## src/rtl/symm_orth_pkg.sv

```systemverilog
// Shared definitions for the symmetric orthogonalization control path.
// Latency: n/a (types and constants only).
// Backpressure: n/a.
package symm_orth_pkg;

    // Sequencer states; one full iteration walks MUL1 .. CHK once.
    typedef enum logic [3:0] {
        ST_IDLE  = 4'd0,
        ST_MUL1  = 4'd1,
        ST_WAIT1 = 4'd2,
        ST_MUL2  = 4'd3,
        ST_WAIT2 = 4'd4,
        ST_SUB   = 4'd5,
        ST_WLD   = 4'd6,
        ST_CHK   = 4'd7,
        ST_DONE  = 4'd8
    } state_t;

    // Multiplier operand select codes, shared with the multiplier input mux.
    localparam logic SEL_WWT  = 1'b0;  // W * W^T
    localparam logic SEL_WWTW = 1'b1;  // (W * W^T) * W

    // Every state other than IDLE counts as an active run.
    function automatic logic is_busy(input state_t s);
        return (s != ST_IDLE);
    endfunction

endpackage

```

## src/rtl/symm_lat_cnt.sv

```systemverilog
// Down-counter that times the multiplier latency between issue and result.
// Latency: load takes effect on the next edge; zero flag is combinational from the count.
// Backpressure: none; load has priority over decrement, decrement stops at zero.
module symm_lat_cnt #(
    parameter int W = 4
) (
    input  logic         clk_i,
    input  logic         rst_i,
    input  logic         load_i,
    input  logic [W-1:0] load_val_i,
    input  logic         dec_i,
    output logic         zero_o
);

    logic [W-1:0] cnt_q;
    logic [W-1:0] cnt_d;

    // Next count: reload on issue, otherwise count down and hold at zero.
    always_comb begin
        cnt_d = cnt_q;
        if (load_i) begin
            cnt_d = load_val_i;
        end else if (dec_i && (cnt_q != '0)) begin
            cnt_d = cnt_q - W'(1);
        end
    end

    // Count register with synchronous reset.
    always_ff @(posedge clk_i) begin
        if (rst_i) begin
            cnt_q <= '0;
        end else begin
            cnt_q <= cnt_d;
        end
    end

    assign zero_o = (cnt_q == '0);

endmodule

```

## src/rtl/symm_orth_seq.sv

```systemverilog
// Control sequencer for iterative symmetric orthogonalization W <- f(W, W*W^T*W).
// Latency: one iteration is 2*MUL_LAT+5 cycles; all outputs are registered from next state.
// Backpressure: none; start only accepted in IDLE, abort returns to IDLE on the next edge.
module symm_orth_seq
    import symm_orth_pkg::*;
#(
    parameter int MUL_LAT = 4,
    parameter int CNT_W   = 8
) (
    input  logic             clk_seq,
    input  logic             rst_seq,
    input  logic             start,
    input  logic             abort,
    input  logic [CNT_W-1:0] iter_lim,
    input  logic             conv,
    output logic             busy,
    output logic             done,
    output logic             timeout,
    output logic             en_mul,
    output logic             mul_sel,
    output logic             en_sub,
    output logic             en_wld,
    output logic [CNT_W-1:0] iter
);

    // The wait counter is loaded in the issue state, so the WAIT state lasts
    // MUL_LAT cycles when it starts at MUL_LAT-1 and leaves on zero.
    localparam logic [3:0] LAT_LOAD = 4'(MUL_LAT - 1);

    state_t           state_q, state_d;
    logic [CNT_W-1:0] iter_q, iter_d;
    logic [CNT_W-1:0] lim_q, lim_d;
    logic [CNT_W:0]   iter_inc;
    logic             timeout_q, timeout_d;
    logic             busy_q, busy_d;
    logic             done_q, done_d;
    logic             en_mul_q, en_mul_d;
    logic             mul_sel_q, mul_sel_d;
    logic             en_sub_q, en_sub_d;
    logic             en_wld_q, en_wld_d;
    logic             cnt_load, cnt_dec, cnt_zero;

    symm_lat_cnt #(
        .W(4)
    ) u_lat_cnt (
        .clk_i      (clk_seq),
        .rst_i      (rst_seq),
        .load_i     (cnt_load),
        .load_val_i (LAT_LOAD),
        .dec_i      (cnt_dec),
        .zero_o     (cnt_zero)
    );

    // Next state, iteration bookkeeping and registered-output precomputation.
    always_comb begin
        state_d   = state_q;
        iter_d    = iter_q;
        lim_d     = lim_q;
        timeout_d = timeout_q;
        cnt_load  = 1'b0;
        cnt_dec   = 1'b0;
        // One bit wider so the limit compare can never alias on wrap.
        iter_inc  = {1'b0, iter_q} + {{CNT_W{1'b0}}, 1'b1};

        case (state_q)
            ST_IDLE: begin
                if (start) begin
                    state_d   = ST_MUL1;
                    iter_d    = '0;
                    timeout_d = 1'b0;
                    // A zero limit still runs one iteration.
                    lim_d     = (iter_lim == '0) ? {{(CNT_W-1){1'b0}}, 1'b1} : iter_lim;
                end
            end
            ST_MUL1: begin
                state_d  = ST_WAIT1;
                cnt_load = 1'b1;
            end
            ST_WAIT1: begin
                if (cnt_zero) state_d = ST_MUL2;
                else          cnt_dec = 1'b1;
            end
            ST_MUL2: begin
                state_d  = ST_WAIT2;
                cnt_load = 1'b1;
            end
            ST_WAIT2: begin
                if (cnt_zero) state_d = ST_SUB;
                else          cnt_dec = 1'b1;
            end
            ST_SUB:  state_d = ST_WLD;
            ST_WLD:  state_d = ST_CHK;
            ST_CHK: begin
                // Saturate rather than wrap.
                iter_d = (&iter_q) ? iter_q : iter_inc[CNT_W-1:0];
                if (conv) begin
                    state_d = ST_DONE;
                end else if (iter_inc == {1'b0, lim_q}) begin
                    timeout_d = 1'b1;
                    state_d   = ST_DONE;
                end else begin
                    state_d = ST_MUL1;
                end
            end
            ST_DONE: state_d = ST_IDLE;
            default: state_d = ST_IDLE;
        endcase

        // Abort overrides everything in an active run, including the CHK decision.
        if (abort && is_busy(state_q)) begin
            state_d   = ST_IDLE;
            iter_d    = iter_q;
            timeout_d = timeout_q;
            cnt_load  = 1'b0;
            cnt_dec   = 1'b0;
        end

        busy_d    = is_busy(state_d);
        done_d    = (state_d == ST_DONE);
        en_mul_d  = (state_d == ST_MUL1) || (state_d == ST_MUL2);
        en_sub_d  = (state_d == ST_SUB);
        en_wld_d  = (state_d == ST_WLD);
        mul_sel_d = mul_sel_q;
        if (state_d == ST_MUL1) mul_sel_d = SEL_WWT;
        if (state_d == ST_MUL2) mul_sel_d = SEL_WWTW;
    end

    // State, bookkeeping and output registers; reset wins over all inputs.
    always_ff @(posedge clk_seq) begin
        if (rst_seq) begin
            state_q   <= ST_IDLE;
            iter_q    <= '0;
            lim_q     <= '0;
            timeout_q <= 1'b0;
            busy_q    <= 1'b0;
            done_q    <= 1'b0;
            en_mul_q  <= 1'b0;
            mul_sel_q <= 1'b0;
            en_sub_q  <= 1'b0;
            en_wld_q  <= 1'b0;
        end else begin
            state_q   <= state_d;
            iter_q    <= iter_d;
            lim_q     <= lim_d;
            timeout_q <= timeout_d;
            busy_q    <= busy_d;
            done_q    <= done_d;
            en_mul_q  <= en_mul_d;
            mul_sel_q <= mul_sel_d;
            en_sub_q  <= en_sub_d;
            en_wld_q  <= en_wld_d;
        end
    end

    assign busy    = busy_q;
    assign done    = done_q;
    assign timeout = timeout_q;
    assign en_mul  = en_mul_q;
    assign mul_sel = mul_sel_q;
    assign en_sub  = en_sub_q;
    assign en_wld  = en_wld_q;
    assign iter    = iter_q;

endmodule

```

## config.mk

```make
export PLATFORM = sky130hd
export DESIGN_NAME = symm_orth_seq
export DESIGN_NICKNAME = d
export VERILOG_FILES = /design/src/rtl/symm_orth_pkg.sv /design/src/rtl/symm_lat_cnt.sv /design/src/rtl/symm_orth_seq.sv
export SDC_FILE = /design/constraint.sdc
export NUM_CORES = 1
export LEC_CHECK = 0
export CAP_MARGIN = 30
export CORE_MARGIN = 3
export CORE_UTILIZATION = 45
export DETAILED_ROUTE_END_ITERATION = 10
export DONT_BUFFER_PORTS = 1
export GPL_ROUTABILITY_DRIVEN = 0
export GPL_TIMING_DRIVEN = 0
export PLACE_DENSITY = 0.6
export SYNTH_ARGS = -nofsm -noshare
export SYNTH_HDL_FRONTEND = slang
export SYNTH_HIERARCHICAL = 1
export SYNTH_SLANG_ARGS = --single-unit
export TNS_END_PERCENT = 20
```

## constraint.sdc

```tcl
create_clock -name clk_seq -period 6 [get_ports clk_seq]
set_clock_uncertainty 0.15 [all_clocks]
set_input_delay 0.9 -clock clk_seq [delete_from_list [all_inputs] [get_ports clk_seq]]
set_output_delay 0.9 -clock clk_seq [all_outputs]
set_load 0.02 [all_outputs]
```

==> out/summary.md <==
The count of yosys warnings during synthesis is 6. The worst pin sits at a relative slew slack of 57.8%. The post-route core utilization was 53.9%. The endpoint of the worst register-to-register path is u_lat_cnt/cnt_q[3]$_SDFFE_PP0P_.

Setup violations remaining at the end of the flow were counted as 0. The number of global-route vias before repair was 1,403. The run gives 21 as the placement row count. The synthesized design contains 31 register bits. For this configuration, the core starts out at a cell density of 48.8%.

Summing the sequential cell areas from Yosys gives 36.7% of the chip area. The switching share of power was 25.4%; the fraction of the mapped netlist area in simple logic gates was 28.9%. Number of hold-slack violations in the final timing report: 0. Clock-pin slew was measured on the worst setup and hold paths at 0.06 ns. The remaining global-route overflow is 0, and the number of antenna violations at the first check in global routing is 0. The detail route stage leaves a number of antenna-violating nets equal to 0. At the pin with the least slew margin, the transition time is 0.632 ns. The logs give 0.00187 mm² for the design area and 0.115 mW for the switching component of the power.

Once placement finished, the instance area stood at 0.00177 mm². The number of top-level pins came out at 28. The H-tree generated during clock tree synthesis spans 2 levels. Post-synthesis adder-cell area fraction: 1.48%. Relative to the synthesized area, the layout overhead comes to 10.4%. Across all setup checks in the final design, the least slack found is 3.25 ns.

The library cells used most frequently in the layout, excluding fill and tap cells, are dfxtp_1, nand2_1, nor2_1, a21oi_1. From bottom edge to top edge, the die measures 67.3 µm. Synthesis instantiated 49 different standard cells from the library. Counting flops with a built-in enable in the synthesized netlist gives 0. Across the run, the number of max-cap violations was 0. In this run, CTS created clock tree buffers numbering 5.

In this run the power density over the cells is 244 mW/mm². The net count reported at finish came out at 226. The worst register-to-register path begins at u_lat_cnt/cnt_q[1]$_SDFFE_PP0P_. After synthesis, the cell types taking the most area are dfxtp_1, nand2_1, a21oi_1. The cell internal power dissipation was 0.340 mW.

The cell sitting at the root of the clock tree is a clkbuf_8. After detailed routing, the total wire length is 3730 µm. The area of the multi-input gates is 0.00102 mm², and the placeable core area is 0.00347 mm². For this block, the via count after detailed routing is 1,439.

The buffer levels on the longest clock path was 2; the filler cell count was 356. For the worst flop-to-flop path, the logic depth is 9. By area, the combinational part of the netlist is dominated by simple AND/OR/NAND/NOR gates. The standby leakage power was 0.639 nW; the fraction of synthesis flops using an asynchronous set or reset pin was 0%.

The first detailed-routing pass took 4 iterations. The synthesized netlist devotes 19.8% of its cell area to compound gates. Summing every instance area after synthesis gives 0.00169 mm².

At the worst endpoint, the required time is 6.05 ns. The final routed wire length divided by cell count came out at 14.5 µm. The share of the synthesized area in the top cell type is 36.7%. Setup repair after global routing left no endpoint under its margin. Across all register-to-register paths, the minimum setup slack is 3.27 ns. For the insertion delay to the later sink of the worst-skew pair, the log shows 0.28 ns. Entering global routing, the biggest net connects 11 pins. The first routing iteration left 62 violations.

The per-cell via count in the routed design is 5.58, and the number of post-CTS setup repair buffers is 0. The hold path startpoint is lim_q[1]$_SDFFE_PP0P_. Cells with a size suffix above 1 make up 10.4% of the layout. TritonCTS built the clock tree.

The worst-case IR drop observed on VDD is 0.102 mV. Number of instances in the synthesized netlist: 201. The repair_antennas step left the layout with diodes totalling 0.

The average size of a mapped cell was 8.42 µm²; the worst-case setup slack after placement was 2.98 ns. The highest fanout seen on the critical path works out to 7. The number of max-slew violations in the final report is 0. STA classifies the critical path startpoint as an input port. Of the total synthesized cell area, the portion taken by XOR and XNOR cells is 7.24%.

The end of the worst hold path was lim_q[1]$_SDFFE_PP0P_. The final critical-path required period is 2.75 ns. Summing all flip-flop and latch instances after layout gives 621 µm². The final-layout setup total negative slack was 0 ns. The worst setup path is captured at a register. The portion of total power attributed to sequential cells was 48.6%.

Most common cell after layout, fill and taps aside: dfxtp_1. The die is 67.3 µm wide. In the routed design, unresolved DRC markers number 0. After layout, the worst path uses 45.9% of the clock period. Clock tree synthesis found a total of 31 sinks. By startpoint and endpoint, the worst setup path is classified as input port to register. The path class of the lowest-slack min-delay path is register to register.

For the worst setup path, the data arrival time is 2.80 ns. The cell taking the most area after synthesis is dfxtp_1. The clock network burns 39.4% of the power. The number of gates resized after CTS was 0. In this run, post-CTS hold repair placed 0 buffers. For the wire length of the first global-routing pass, the log shows 6270 µm. The run finished with clean final reports. Buffers placed on the I/O ports in this run total 0. The full die area came out at 0.00453 mm². The combinational power share is 12.0%, and the cell depth of the worst hold path is 2. The run gives 18.5% as the global-route usage over all layers. In the synthesized netlist the dominant register cell turns out to be dfxtp_1. For the HPWL after detailed placement, the log shows 2760 µm. The highest clock frequency the design can meet was 363 MHz; the mux contribution to synthesized area was 1.77%.
worst max path at each step:
| stage | start | end | slack, ns |
|---|---|---|---|
| 2_1_floorplan | abort | u_lat_cnt/cnt_q[3]$_SDFFE_PP0P_ | 3.02 |
| 3_3_place_gp | abort | u_lat_cnt/cnt_q[3]$_SDFFE_PP0P_ | 2.72 |
| 3_5_place_dp | abort | u_lat_cnt/cnt_q[3]$_SDFFE_PP0P_ | 2.98 |
| 4_1_cts | u_lat_cnt/cnt_q[1]$_SDFFE_PP0P_ | u_lat_cnt/cnt_q[3]$_SDFFE_PP0P_ | 3.25 |
| 5_1_grt | u_lat_cnt/cnt_q[1]$_SDFFE_PP0P_ | u_lat_cnt/cnt_q[3]$_SDFFE_PP0P_ | 3.10 |
| 6_report | abort | u_lat_cnt/cnt_q[3]$_SDFFE_PP0P_ | 3.25 |
stage by stage:
stage / power, mW / instances / hold slack [ns]
after floorplan: 0.269 / 203 / 0.299
after global placement: 0.279 / 249 / 0.314
after detailed placement: 0.280 / 250 / 0.318
after CTS: 0.461 / 258 / 0.327
after global routing: 0.479 / 258 / 0.351
final: 0.455 / 258 / 0.324
worst max-delay path: stages:
cell	delay, ns
or2_2	0.25
clkbuf_1	0.18
nor4_1	0.54
clkdlybuf4s15_2	0.34
nor4b_2	0.24
mux2i_1	0.11
a211oi_1	0.23
state kept, by name, summed over array words and instances, names as in the netlist:
| name | flops |
|---|---|
| iter | 8 |
| lim_q | 8 |
| state_q | 4 |
| u_lat_cnt/cnt_q | 4 |
| busy | 1 |
| done | 1 |
| en_mul | 1 |
| en_sub | 1 |
| en_wld | 1 |
| mul_sel | 1 |
| timeout | 1 |
area by class of cell:
type                            instances  share of cell area (%)
Buffer                                  8                    2.14
Clock buffer                            8                    5.35
Inverter                                6                    1.20
Multi-Input combinational cell        158                    54.4
Sequential cell                        31                    33.2
Tap cell                               46                    3.08
Timing Repair Buffer                    1                   0.602
kinds of logic after synthesis:
| logic type | count (synthesis) |
|---|---|
| AO/OA/AOI/OAI | 45 |
| XOR/XNOR | 14 |
| adder cells (fa/ha/maj) | 2 |
| buffers and inverters | 14 |
| flip-flops | 31 |
| multiplexers | 3 |
| other | 2 |
| AND/OR/NAND/NOR | 90 |
per-layer routing:
layer	wire, µm	part of all wire (%)	GRT usage, %	up-vias
met1	1700	45	22.3	657
met3	226	6.1	5.82	9
met5	0	0	0	-
met4	80	2.1	9.11	0
met2	1730	46	29.6	34
li1	-	-	-	739
power by group through the flow:
stage	Clock, mW	Combinational, mW	Sequential (mW)
after floorplan	0	0.0445	0.224
after global placement	0	0.0530	0.226
after detailed placement	0	0.0542	0.226
after CTS	0.186	0.0546	0.221
after global routing	0.196	0.0607	0.222
final	0.180	0.0547	0.221
synth_stat cells, types with 3 or more instances:
| library cell | number |
|---|---|
| a211oi_1 | 3 |
| inv_1 | 6 |
| nand4b_1 | 4 |
| nor3b_1 | 4 |
| o21ai_0 | 5 |
| nand3_1 | 4 |
| nor2_1 | 19 |
| nor2b_1 | 3 |
| nand2_1 | 27 |
| a21oi_1 | 19 |
| nor3_1 | 9 |
| xor2_1 | 5 |
| xnor2_1 | 9 |
| dfxtp_1 | 31 |
| clkbuf_1 | 5 |
| mux2i_1 | 3 |
| a311oi_1 | 3 |
Power figures use the tool's default switching activity.
